### src/rtl/logic_gate_pkg.sv
`default_nettype none
// ============================================================================
// logic_gate_pkg : operation encoding shared by the logic gate unit
// Revision: 1.0
// ============================================================================
package logic_gate_pkg;

   localparam int OP_W = 3;

   localparam logic [OP_W-1:0] OP_AND  = 3'd0;
   localparam logic [OP_W-1:0] OP_OR   = 3'd1;
   localparam logic [OP_W-1:0] OP_NAND = 3'd2;
   localparam logic [OP_W-1:0] OP_NOR  = 3'd3;
   localparam logic [OP_W-1:0] OP_XOR  = 3'd4;
   localparam logic [OP_W-1:0] OP_XNOR = 3'd5;
   localparam logic [OP_W-1:0] OP_NOTA = 3'd6;
   localparam logic [OP_W-1:0] OP_PASS = 3'd7;

endpackage
`default_nettype wire

### src/rtl/gate_skid_buf.sv
`default_nettype none
// ============================================================================
// gate_skid_buf : 2-entry skid buffer, main entry drives outputs, ready is registered
// Revision: 1.0
// ============================================================================
module gate_skid_buf #(
   parameter int DATA_W = 9
) (
   input  logic              clk_i,
   input  logic              rst_n_i,
   input  logic              valid_i,
   output logic              ready_o,
   input  logic [DATA_W-1:0] data_i,
   output logic              valid_o,
   input  logic              ready_i,
   output logic [DATA_W-1:0] data_o
);

   typedef enum logic [1:0] {
      ST_EMPTY = 2'd0,
      ST_MAIN  = 2'd1,
      ST_FULL  = 2'd2
   } state_t;

   state_t            r_state;
   state_t            w_state_nxt;
   logic              r_ready;
   logic [DATA_W-1:0] r_main;
   logic [DATA_W-1:0] r_skid;
   logic              w_accept;
   logic              w_drain;
   logic              w_load_main;
   logic              w_main_from_skid;
   logic              w_load_skid;

   assign w_accept = valid_i & r_ready;
   assign w_drain  = (r_state != ST_EMPTY) & ready_i;

   always_comb begin
      w_state_nxt      = r_state;
      w_load_main      = 1'b0;
      w_main_from_skid = 1'b0;
      w_load_skid      = 1'b0;
      case (r_state)
         ST_EMPTY: begin
            if (w_accept) begin
               w_load_main = 1'b1;
               w_state_nxt = ST_MAIN;
            end
         end
         ST_MAIN: begin
            if (w_accept && !w_drain) begin
               w_load_skid = 1'b1;
               w_state_nxt = ST_FULL;
            end else if (w_accept) begin
               w_load_main = 1'b1;
            end else if (w_drain) begin
               w_state_nxt = ST_EMPTY;
            end
         end
         ST_FULL: begin
            // ready is low here, so no new data can arrive alongside the shift
            if (w_drain) begin
               w_main_from_skid = 1'b1;
               w_state_nxt      = ST_MAIN;
            end
         end
         default: w_state_nxt = ST_EMPTY;
      endcase
   end

   always_ff @(posedge clk_i or negedge rst_n_i) begin
      if (!rst_n_i) begin
         r_state <= ST_EMPTY;
         r_ready <= 1'b1;
      end else begin
         r_state <= w_state_nxt;
         r_ready <= (w_state_nxt != ST_FULL);
      end
   end

   always_ff @(posedge clk_i or negedge rst_n_i) begin
      if (!rst_n_i) begin
         r_main <= '0;
         r_skid <= '0;
      end else begin
         if (w_load_main) begin
            r_main <= data_i;
         end else if (w_main_from_skid) begin
            r_main <= r_skid;
         end
         if (w_load_skid) begin
            r_skid <= data_i;
         end
      end
   end

   assign ready_o = r_ready;
   assign valid_o = (r_state != ST_EMPTY);
   assign data_o  = r_main;

endmodule
`default_nettype wire

### src/rtl/logic_gate_unit.sv
`default_nettype none
// ============================================================================
// logic_gate_unit : bitwise gate ALU with valid/ready handshake and skid buffer
// Option macro GATE_STATS_EN adds cnt_o, a saturating output-handshake count.
// Revision: 1.0
// ============================================================================
module logic_gate_unit
   import logic_gate_pkg::*;
#(
   parameter int WIDTH = 8
) (
   input  logic             clk_i,
   input  logic             rst_n_i,
   input  logic             valid_i,
   output logic             ready_o,
   input  logic [OP_W-1:0]  op_i,
   input  logic [WIDTH-1:0] A_i,
   input  logic [WIDTH-1:0] B_i,
   output logic             valid_o,
   input  logic             ready_i,
   output logic [WIDTH-1:0] F_o,
   output logic             Z_o
`ifdef GATE_STATS_EN
   ,
   output logic [15:0]      cnt_o
`endif
);

   logic [WIDTH-1:0] w_f;
   logic             w_z;
   logic [WIDTH:0]   w_payload_out;

   always_comb begin
      w_f = '0;
      case (op_i)
         OP_AND:  w_f = A_i & B_i;
         OP_OR:   w_f = A_i | B_i;
         OP_NAND: w_f = ~(A_i & B_i);
         OP_NOR:  w_f = ~(A_i | B_i);
         OP_XOR:  w_f = A_i ^ B_i;
         OP_XNOR: w_f = ~(A_i ^ B_i);
         OP_NOTA: w_f = ~A_i;
         OP_PASS: w_f = A_i;
         default: w_f = '0;
      endcase
   end

   assign w_z = ~|w_f;

   gate_skid_buf #(
      .DATA_W (WIDTH + 1)
   ) u_skid (
      .clk_i   (clk_i),
      .rst_n_i (rst_n_i),
      .valid_i (valid_i),
      .ready_o (ready_o),
      .data_i  ({w_z, w_f}),
      .valid_o (valid_o),
      .ready_i (ready_i),
      .data_o  (w_payload_out)
   );

   assign F_o = w_payload_out[WIDTH-1:0];
   assign Z_o = w_payload_out[WIDTH];

`ifdef GATE_STATS_EN
   logic [15:0] r_cnt;

   always_ff @(posedge clk_i or negedge rst_n_i) begin
      if (!rst_n_i) begin
         r_cnt <= '0;
      end else if (valid_o && ready_i && (r_cnt != 16'hFFFF)) begin
         r_cnt <= r_cnt + 16'd1;
      end
   end

   assign cnt_o = r_cnt;
`endif

endmodule
`default_nettype wire

### config.mk
export PLATFORM = sky130hd
export DESIGN_NAME = logic_gate_unit
export DESIGN_NICKNAME = d
export VERILOG_FILES = /design/src/rtl/logic_gate_pkg.sv /design/src/rtl/gate_skid_buf.sv /design/src/rtl/logic_gate_unit.sv
export SDC_FILE = /design/constraint.sdc
export NUM_CORES = 1
export LEC_CHECK = 0
export ABC_CLOCK_PERIOD_IN_PS = 4100
export CAP_MARGIN = 0
export CORE_MARGIN = 2
export CORE_UTILIZATION = 45
export DETAILED_ROUTE_END_ITERATION = 7
export PLACE_DENSITY_LB_ADDON = 0.08
export SETUP_SLACK_MARGIN = 0.2
export SYNTH_ARGS = -nofsm -noshare
export SYNTH_HDL_FRONTEND = slang
export SYNTH_SLANG_ARGS = --single-unit
### constraint.sdc
create_clock -name clk_i -period 4.1 [get_ports clk_i]
set_clock_uncertainty 0.15 [all_clocks]
set_input_delay 1.025 -clock clk_i [delete_from_list [all_inputs] [get_ports clk_i]]
set_output_delay 1.025 -clock clk_i [all_outputs]
set_load 0.05 [all_outputs]
### Yosys cells after proc, flatten, opt, wreduce, memory -nomap -nowiden

Cells that the tools add are included.

| word-level totals | value |
|---|---|
| flip-flop bits (word level) | 21 |
| output and inout bits | 11 |
| word-level logic and storage cells | 47 |

| operators by class | value |
|---|---|
| equality and inequality tests | 10 |
| mux-type cells | 16 |
| bitwise operators | 9 |
| reduce and logical (&&, ||, !) cells | 8 |

Operators with widths:

| operator | number |
|---|---|
| $pmux 8 s8 | 1 |
| $not 8->8 | 4 |
| $mux 9 | 2 |
| $eq 3x3->1 const B | 4 |
| $mux 2 | 5 |
| $and 8x8->8 | 1 |
| $or 8x8->8 | 1 |
| $reduce_or 8->1 | 1 |
| $xor 8x8->8 | 1 |
| $eq 3x2->1 const B | 2 |
| $mux 1 | 6 |
| $pmux 2 s3 | 1 |
| $reduce_bool 2->1 | 2 |
| $eq 3x1->1 const B | 1 |
| $logic_not 3->1 | 1 |
| $and 1x1->1 | 2 |
| $eq 2x1->1 const B | 1 |
| $eq 2x2->1 const B | 1 |
| $logic_not 1->1 | 2 |
| $logic_not 2->1 | 1 |
| $ne 2x2->1 const B | 1 |
| $pmux 1 s2 | 1 |
| $logic_and 1x1->1 | 1 |

### Logic depth before layout (Yosys ltp)

Gate-level depths: netlist (run 1).

| depth | value |
|---|---|
| depth in word-level cells | 7 |
| depth in mapped cells | 9 |
| mapped depth without buffers | 9 |

### Cells and area by module

A second synthesis (run 1) with hierarchy kept.

| unflattened totals | value |
|---|---|
| cell total of the unflattened synthesis | 190 |
| area, all modules | 2010.7 um^2 |

By module, submodules not included:

| module | times used | cells each | area each (um^2) |
|---|---|---|---|
| logic_gate_unit | 1 | 126 | 1022.2 |
| gate_skid_buf | 1 | 64 | 988.4 |

### Least setup slack after synthesis (run 1)

No wires, ideal clock.

| path | value |
|---|---|
| kind | in2reg |
| start point | in A_i[7] |
| end point | reg u_skid.r_skid[8] |
| setup time | 0.065 ns |
| data arrival time | 2.806 ns |
| required time | 3.885 ns |
| setup slack | 1.079 ns |
| stages on the path | 9 |
| path buffers | 0 |
| path through | inv_1 -> ha_1 -> nor2_2 -> a21oi_2 -> xnor2_1 -> mux2_4 -> or4_1 -> nor4_2 -> mux2_2 |

| between the ends | value |
|---|---|
| cells in the longest elaborated chain, start to end | 5 |

RTL lines:

| what | line | text |
|---|---|---|
| start, declared | logic_gate_unit.sv:17 | `input logic [WIDTH-1:0] A_i,` |
| $xor 8x8->8 (tied with other cells) | logic_gate_unit.sv:40, logic_gate_unit.sv:41 |  |
| $not 8->8, on equally long branches | logic_gate_unit.sv:41, logic_gate_unit.sv:38, logic_gate_unit.sv:39 |  |
| $pmux 8 s8 (*) | logic_gate_unit.sv:35 | `case (op_i)` |
| $reduce_or 8->1 (*) | logic_gate_unit.sv:48 | `assign w_z = ~\|w_f;` |
| $logic_not 1->1 (*) | logic_gate_unit.sv:48 |  |
| end signal, assigned | gate_skid_buf.sv:93 | `r_skid <= data_i;` |
| end, declared | gate_skid_buf.sv:29 | `logic [DATA_W-1:0] r_skid;` |

Every way passes the cells marked *; elsewhere a longest branch is shown, timed or not.
A chain may end at the register's enable or synchronous reset.

### Final worst setup path (run 1)

Ends and elaborated chain as after synthesis.

==> results of run 1 <==
-- layout make-up --
| class | count | area, µm² |
|---|---|---|
| clock buffers | 4 | 45.04 |
| fillers | 352 | 1551 |
| inverters | 22 | 82.58 |
| multi-input cells | 151 | 1062 |
| flip-flops and latches | 21 | 526.8 |
| well taps | 48 | 60.06 |
| repair buffers | 37 | 360.3 |
-- state kept, by name, summed over array words and instances, names as in the netlist --
name / flops
u_skid.r_state: 2
u_skid.data_o: 9
u_skid.ready_o: 1
u_skid.r_skid: 9
-- through the flow --
step                instance area (µm²)  setup WS (ns)
finish                             2137         0.6709
global route                       2137         0.5762
CTS                                2137         0.6583
detailed placement                 2092         0.3912
global placement                   2092         0.4429
floorplan                          1730          1.079
-- report_power, final --
group / switching, mW / internal [mW]
Clock: 0.0620 / 0.0692
Combinational: 0.322 / 0.213
Sequential: 0.0452 / 0.296
Total: 0.429 / 0.578
-- how the worst min path moves through the flow --
stage / start / endpoint / slack, ns / cells past startpoint
after floorplan: u_skid.r_skid[1] / u_skid.r_skid[1] / 0.33 / 1
after global placement: u_skid.data_o[6] / u_skid.data_o[6] / 0.31 / 2
after detailed placement: u_skid.data_o[4] / u_skid.data_o[4] / 0.33 / 2
after CTS: u_skid.data_o[4] / u_skid.data_o[4] / 0.34 / 2
after global routing: u_skid.data_o[3] / u_skid.data_o[3] / 0.38 / 2
final: u_skid.data_o[4] / u_skid.data_o[4] / 0.34 / 2
-- cell families after synthesis --
| family | after synthesis |
|---|---|
| and+or+nand+nor | 58 |
| AOI/OAI and AO/OA | 53 |
| buffers and inverters | 33 |
| DFF | 21 |
| adders and majority gates | 16 |
| muxes | 15 |
| xor gates and xnor gates | 9 |
-- worst reg2reg max path: cells and delay by family, from the launching register on --
family                 cells  cell delay, ns
and+or+nand+nor            2            0.30
DFF                        1            0.37
buffers and inverters      1            0.20
AOI/OAI and AO/OA          2            0.93
-- per-layer routing --
| metal | routed length [µm] | global-route usage, % | vias up |
|---|---|---|---|
| met5 | 0 | 0 | - |
| met4 | 68 | 6.633 | 0 |
| met3 | 112 | 1.363 | 7 |
| met2 | 1786 | 34.60 | 31 |
| met1 | 1562 | 20.30 | 726 |
| li1 | - | - | 769 |
-- cells in the final DEF (no fill, tap or decap), types with 7 or more instances in the layout --
| master | instances |
|---|---|
| dfrtp_1 | 20 |
| ha_1 | 16 |
| nand2_1 | 21 |
| nor2_1 | 7 |
| a21oi_1 | 15 |
| clkdlybuf4s50_1 | 33 |
| mux2_2 | 8 |
| o21ai_0 | 18 |
| inv_1 | 21 |
| nor3_1 | 10 |
==> impl_metrics.yaml, run 1 <==
run_status:
  status: "finished clean"
floorplanning:
  dieHeight_um: 66.01
  num_io_pins: 34
  die_x_um: 66.01
  rows: 22
  core_area_mm2: 0.003689
  initial_core_util_pct: 46.91
  die_area_mm2: 0.004357
clocking:
  clk_latency_ns: 0.26
  clock-sinks: 21
  clk_pin_slew_ns: 0.07
  post_cts_buffers: 0
  cts_buffers: 3
  cts-root-buf: "clkbuf_8"
  cts_resized: 0
  cts_buffer_depth: 2
  h-tree-depth: 1
  cts_tree: "done"
  cts_hold_buf: 0
drt:
  wl_per_cell_um: 12.47
  drc: 0
  postRouteAntennaNets: 0
  routed_via_density: 5.417
  drt_pass1_iterations: 4
  dr.first_iter.drc_count: 53
  routed_wl_um: 3530
  vias: 1533
logic_synthesis:
  syn_area_mm2: 0.001730
  synth_top_area_cell: "dfrtp_1"
  yosys-mux-area-fraction_pct: 9.544
  synth_top_family_by_area: "compound AO/OA/AOI/OAI gates"
  ys_ff_latch: 21
  synthDominantCellAreaShare_pct: 28.92
  synth.area.top_cells: "dfrtp_1 (29%), ha_1 (12%), o21ai_0 (5.2%)"
  synth-seq-area-share_pct: 30.44
  syn_area_per_cell_um2: 8.441
  synth_top_flop_cell: "dfrtp_1"
  synth_compound_area_share_pct: 19.09
  netlist_instances: 205
  yosys.area_share.simple_pct: 16.63
  synthArstFlopShare_pct: 100.0
  synth-xor-area-share_pct: 4.555
  yosysWarnings: 0
  yosys-top-cells-count: "inv_1 (21), nand2_1 (21), dfrtp_1 (20), o21ai_0 (18), ha_1 (16)"
  synth_nets: 244
  synth_edf_count: 0
  synth.distinct_cells: 43
  yosys.area_share.adder_pct: 11.57
timing:
  period_needed_ns: 3.429
  setup_viol: 0
  relSlewSlack_pct: 40.45
  rsz0062_at_grt: "no"
  hold_violations: 0
  worst_pin_slew_ns: 0.8933
  post-route-period-util_pct: 83.64
  tns_ns: 0
  whs_ns: 0.3365
  maxSlewViolCount: 0
  fmax_ghz: 0.2916
power_and_ir_drop:
  peakVddDrop_v: 0.0001732
  powerDensity_mw_per_mm2: 471.3
  leakage_nw: 0.9699
  fin_total_pwr_mw: 1.007
layout:
  insertedDiodeCount: 0
  fin_util_pct: 57.94
  drive_gt1_share_pct: 9.362
  final_nets: 275
  area_growth_pct: 23.50
  fin_cells: 283
worst_setup_path:
  ff2ff_path_depth: 5
  cp_top_family: "simple AND/OR/NAND/NOR gates"
  rrSetupSlack_ns: 2.01
  cp-end-kind: "flop"
  crit_cells: 10
  cp_data_required_time_ns: 4.15
  arrival_ns: 3.48
  critPathKind: "in -> reg"
  cp-endpoint: "u_skid.r_skid[8]"
  rr_endpoint: "u_skid.data_o[6]"
  r2r_start: "u_skid.r_state[0]"
  cp-start-kind: "input pin"
  worstPathCellList: "clkdlybuf4s50_1 > inv_1 > ha_1 > nor2_2 > a21oi_2 > xnor2_1 > mux2_4 > or4_1 > nor4_2 > mux2_2"
  crit_buf_inv: 2
  path_max_fanout: 3
  crit_start: "A_i[7]"
  critPathMaxStageDelay_ns: 0.54
  critPathSlowestCell: "or4_1"
global_routing:
  grt_start_max_net_pins: 22
  grt_overflow_total: 0
  grt_pass1_wl_um: 6182
  grt_pass1_vias: 1492
  antenna_found_initial: 0
  grt_use_total_pct: 17.92
place:
  dpl.hpwl_um: 2853
  place.gp.congestion: 0.8729
  dp_cells: 279
  port_buffers: 33
min_path:
  hold_class: "reg -> reg"
flow_run:
  maxCapViolations: 0
No activity file was read; power rests on OpenSTA's default activity.
==> run 2, diff against run 1 <==
--- a/config.mk
+++ b/config.mk
@@ -5,7 +5,7 @@
 export SDC_FILE = /design/constraint.sdc
 export NUM_CORES = 1
 export LEC_CHECK = 0
-export ABC_CLOCK_PERIOD_IN_PS = 4100
+export ABC_CLOCK_PERIOD_IN_PS = 2900
 export CAP_MARGIN = 0
 export CORE_MARGIN = 2
 export CORE_UTILIZATION = 45
==> constraint.sdc (replaced) <==
create_clock -name clk_i -period 2.9 [get_ports clk_i]
set_clock_uncertainty 0.15 [all_clocks]
set_input_delay 0.725 -clock clk_i [delete_from_list [all_inputs] [get_ports clk_i]]
set_output_delay 0.725 -clock clk_i [all_outputs]
set_load 0.05 [all_outputs]
==> run 2 against run 1 <==
- non-clock buffer count grew 34
- clock power up 48%
- register-to-register slack got worse by 0.95 ns
- sequential share of layout area decreased by 4.2 points
- critical path depth is 1 lower
- flip-flop and latch count stayed put
- largest cell class unchanged
- highest routed layer unchanged
==> impl_metrics.yaml, run 2 (same netlist as run 1, synthesis figures left out) <==
place:
  place.gp.congestion: 0.8310
  port_buffers: 33
  dp_cells: 307
  dpl.hpwl_um: 3114
global_routing:
  grt_use_total_pct: 20.49
  grt_pass1_wl_um: 6996
  grt_pass1_vias: 1665
  antenna_found_initial: 0
  grt_overflow_total: 0
  grt_start_max_net_pins: 22
worst_setup_path:
  critPathSlowestCell: "clkdlybuf4s50_1"
  rrSetupSlack_ns: 1.06
  crit_buf_inv: 3
  cp-end-kind: "flop"
  critPathMaxStageDelay_ns: 0.49
  cp-start-kind: "input pin"
  worstPathCellList: "clkdlybuf4s50_1 > inv_2 > ha_4 > nor3_1 > a311oi_2 > a21oi_1 > o21a_2 > buf_4 > mux2_2"
  cp_top_family: "buffers and inverters"
  cp_data_required_time_ns: 2.90
  critPathKind: "in -> reg"
  arrival_ns: 2.61
  path_max_fanout: 2
drt:
  routed_wl_um: 4264
  drt_pass1_iterations: 4
  dr.first_iter.drc_count: 60
  vias: 1648
  routed_via_density: 5.199
  postRouteAntennaNets: 0
  wl_per_cell_um: 13.45
  drc: 0
min_path:
  hold_class: "reg -> reg"
timing:
  fmax_ghz: 0.3840
  maxSlewViolCount: 0
  worst_pin_slew_ns: 0.5335
  relSlewSlack_pct: 64.43
  setup_viol: 0
  period_needed_ns: 2.604
  tns_ns: 0
  rsz0062_at_grt: "no"
  hold_violations: 0
  post-route-period-util_pct: 89.80
clocking:
  cts_tree: "done"
  clk_latency_ns: 0.26
  cts_buffer_depth: 2
  cts-root-buf: "clkbuf_8"
  clock-sinks: 21
  h-tree-depth: 1
  clk_pin_slew_ns: 0.08
  cts_buffers: 3
layout:
  insertedDiodeCount: 0
  area_growth_pct: 48.59
  final_common_cell: "buf_4"
  final_nets: 309
  layout_common_cells: "buf_4 (33), nand2_1 (21), dfrtp_1 (20)"
  drive_gt1_share_pct: 31.97
  fin_cells: 317
power_and_ir_drop:
  powerDensity_mw_per_mm2: 591.7
  peakVddDrop_v: 0.0002442
  leakage_nw: 1.201
flow_run:
  maxCapViolations: 0
run_status:
  status: "finished clean"
floorplanning:
  die_area_mm2: 0.004357
  initial_core_util_pct: 46.91
  dieHeight_um: 66.01
  die_x_um: 66.01
  core_area_mm2: 0.003689
  rows: 22
  num_io_pins: 34
==> run 2: cell count changes in the layout (fill, tap and decap cells not counted), moves of 4 or more <==
cell,delta
clkdlybuf4s50_1,-14
inv_2,+4
inv_1,-4
o21ai_1,+4
dlygate4sd2_1,+11
ha_1,-6
ha_4,+4
o21ai_0,-6
buf_4,+29
==> run 2: path summary, 6_finish.rpt <==
check | startpoint | end | cells past startpoint
worst max-delay path | A_i[2] | u_skid.r_skid[2] | 9
worst min-delay path | u_skid.data_o[5] | u_skid.data_o[5] | 2
worst max register to register | u_skid.ready_o | u_skid.r_skid[2] | 4
max in group asynchronous | rst_n_i | u_skid.ready_o | 2
worst min register to register | u_skid.data_o[5] | u_skid.data_o[5] | 2
min in group asynchronous | rst_n_i | u_skid.data_o[6] | 2
==> run 2: report_power, final <==
| group | total, mW | leakage, nW | switching, mW | internal (mW) |
|---|---|---|---|---|
| clock network | 0.194 | 0.0255 | 0.0981 | 0.0959 |
| registers | 0.479 | 0.258 | 0.0614 | 0.418 |
| logic | 0.848 | 0.917 | 0.486 | 0.362 |
| total | 1.52 | 1.20 | 0.645 | 0.876 |
==> run 2: area by class of cell <==
| type | instances | area (µm²) |
|---|---|---|
| timing repair buffer | 71 | 639.4 |
| clock buffer | 3 | 41.29 |
| sequential | 21 | 526.8 |
| tap | 48 | 60.06 |
| fill | 284 | 1117 |
| clock inverter | 1 | 5.005 |
| inverter | 22 | 82.58 |
| multi-input combinational | 151 | 1216 |
==> run 2: routing by layer <==
layer  track usage [%]  routed length [µm]  share of wire [%]  vias to the layer above
li1                  -                   -                  -                      844
met1             22.15                1774                 42                      755
met2             40.03                2268                 53                       44
met3             2.044                 159                3.7                        5
met4             8.418                  61                1.4                        0
met5                 0                   0                  0                        -
==> run 2: repair_timing <==
item	CTS	global route
setup buffers	5	1
gates resized for setup	47	14
gates cloned	0	0
hold buffers	0	0
pin swaps	20	8
endpoints found under the setup margin	6	11
==> run 2: worst min-delay path: stages (launching register included) <==
cell and delay, ns:
dfrtp_1 0.34, nand2_1 0.05, o21ai_0 0.06
==> run 2: stage by stage <==
stage	worst slack [ns]	hold WS [ns]	cell area [µm²]	util [%]	total power, mW
detailed placement	-0.2985	0.3207	2302	62.42	1.286
global route	0.1896	0.3660	2571	69.71	1.626
CTS	0.2156	0.3379	2520	68.32	1.513
finish	0.2957	0.3305	2571	69.71	1.521
floorplan	0.2888	0.2794	1730	-	1.007
global placement	-0.2404	0.3105	2302	62.42	1.260
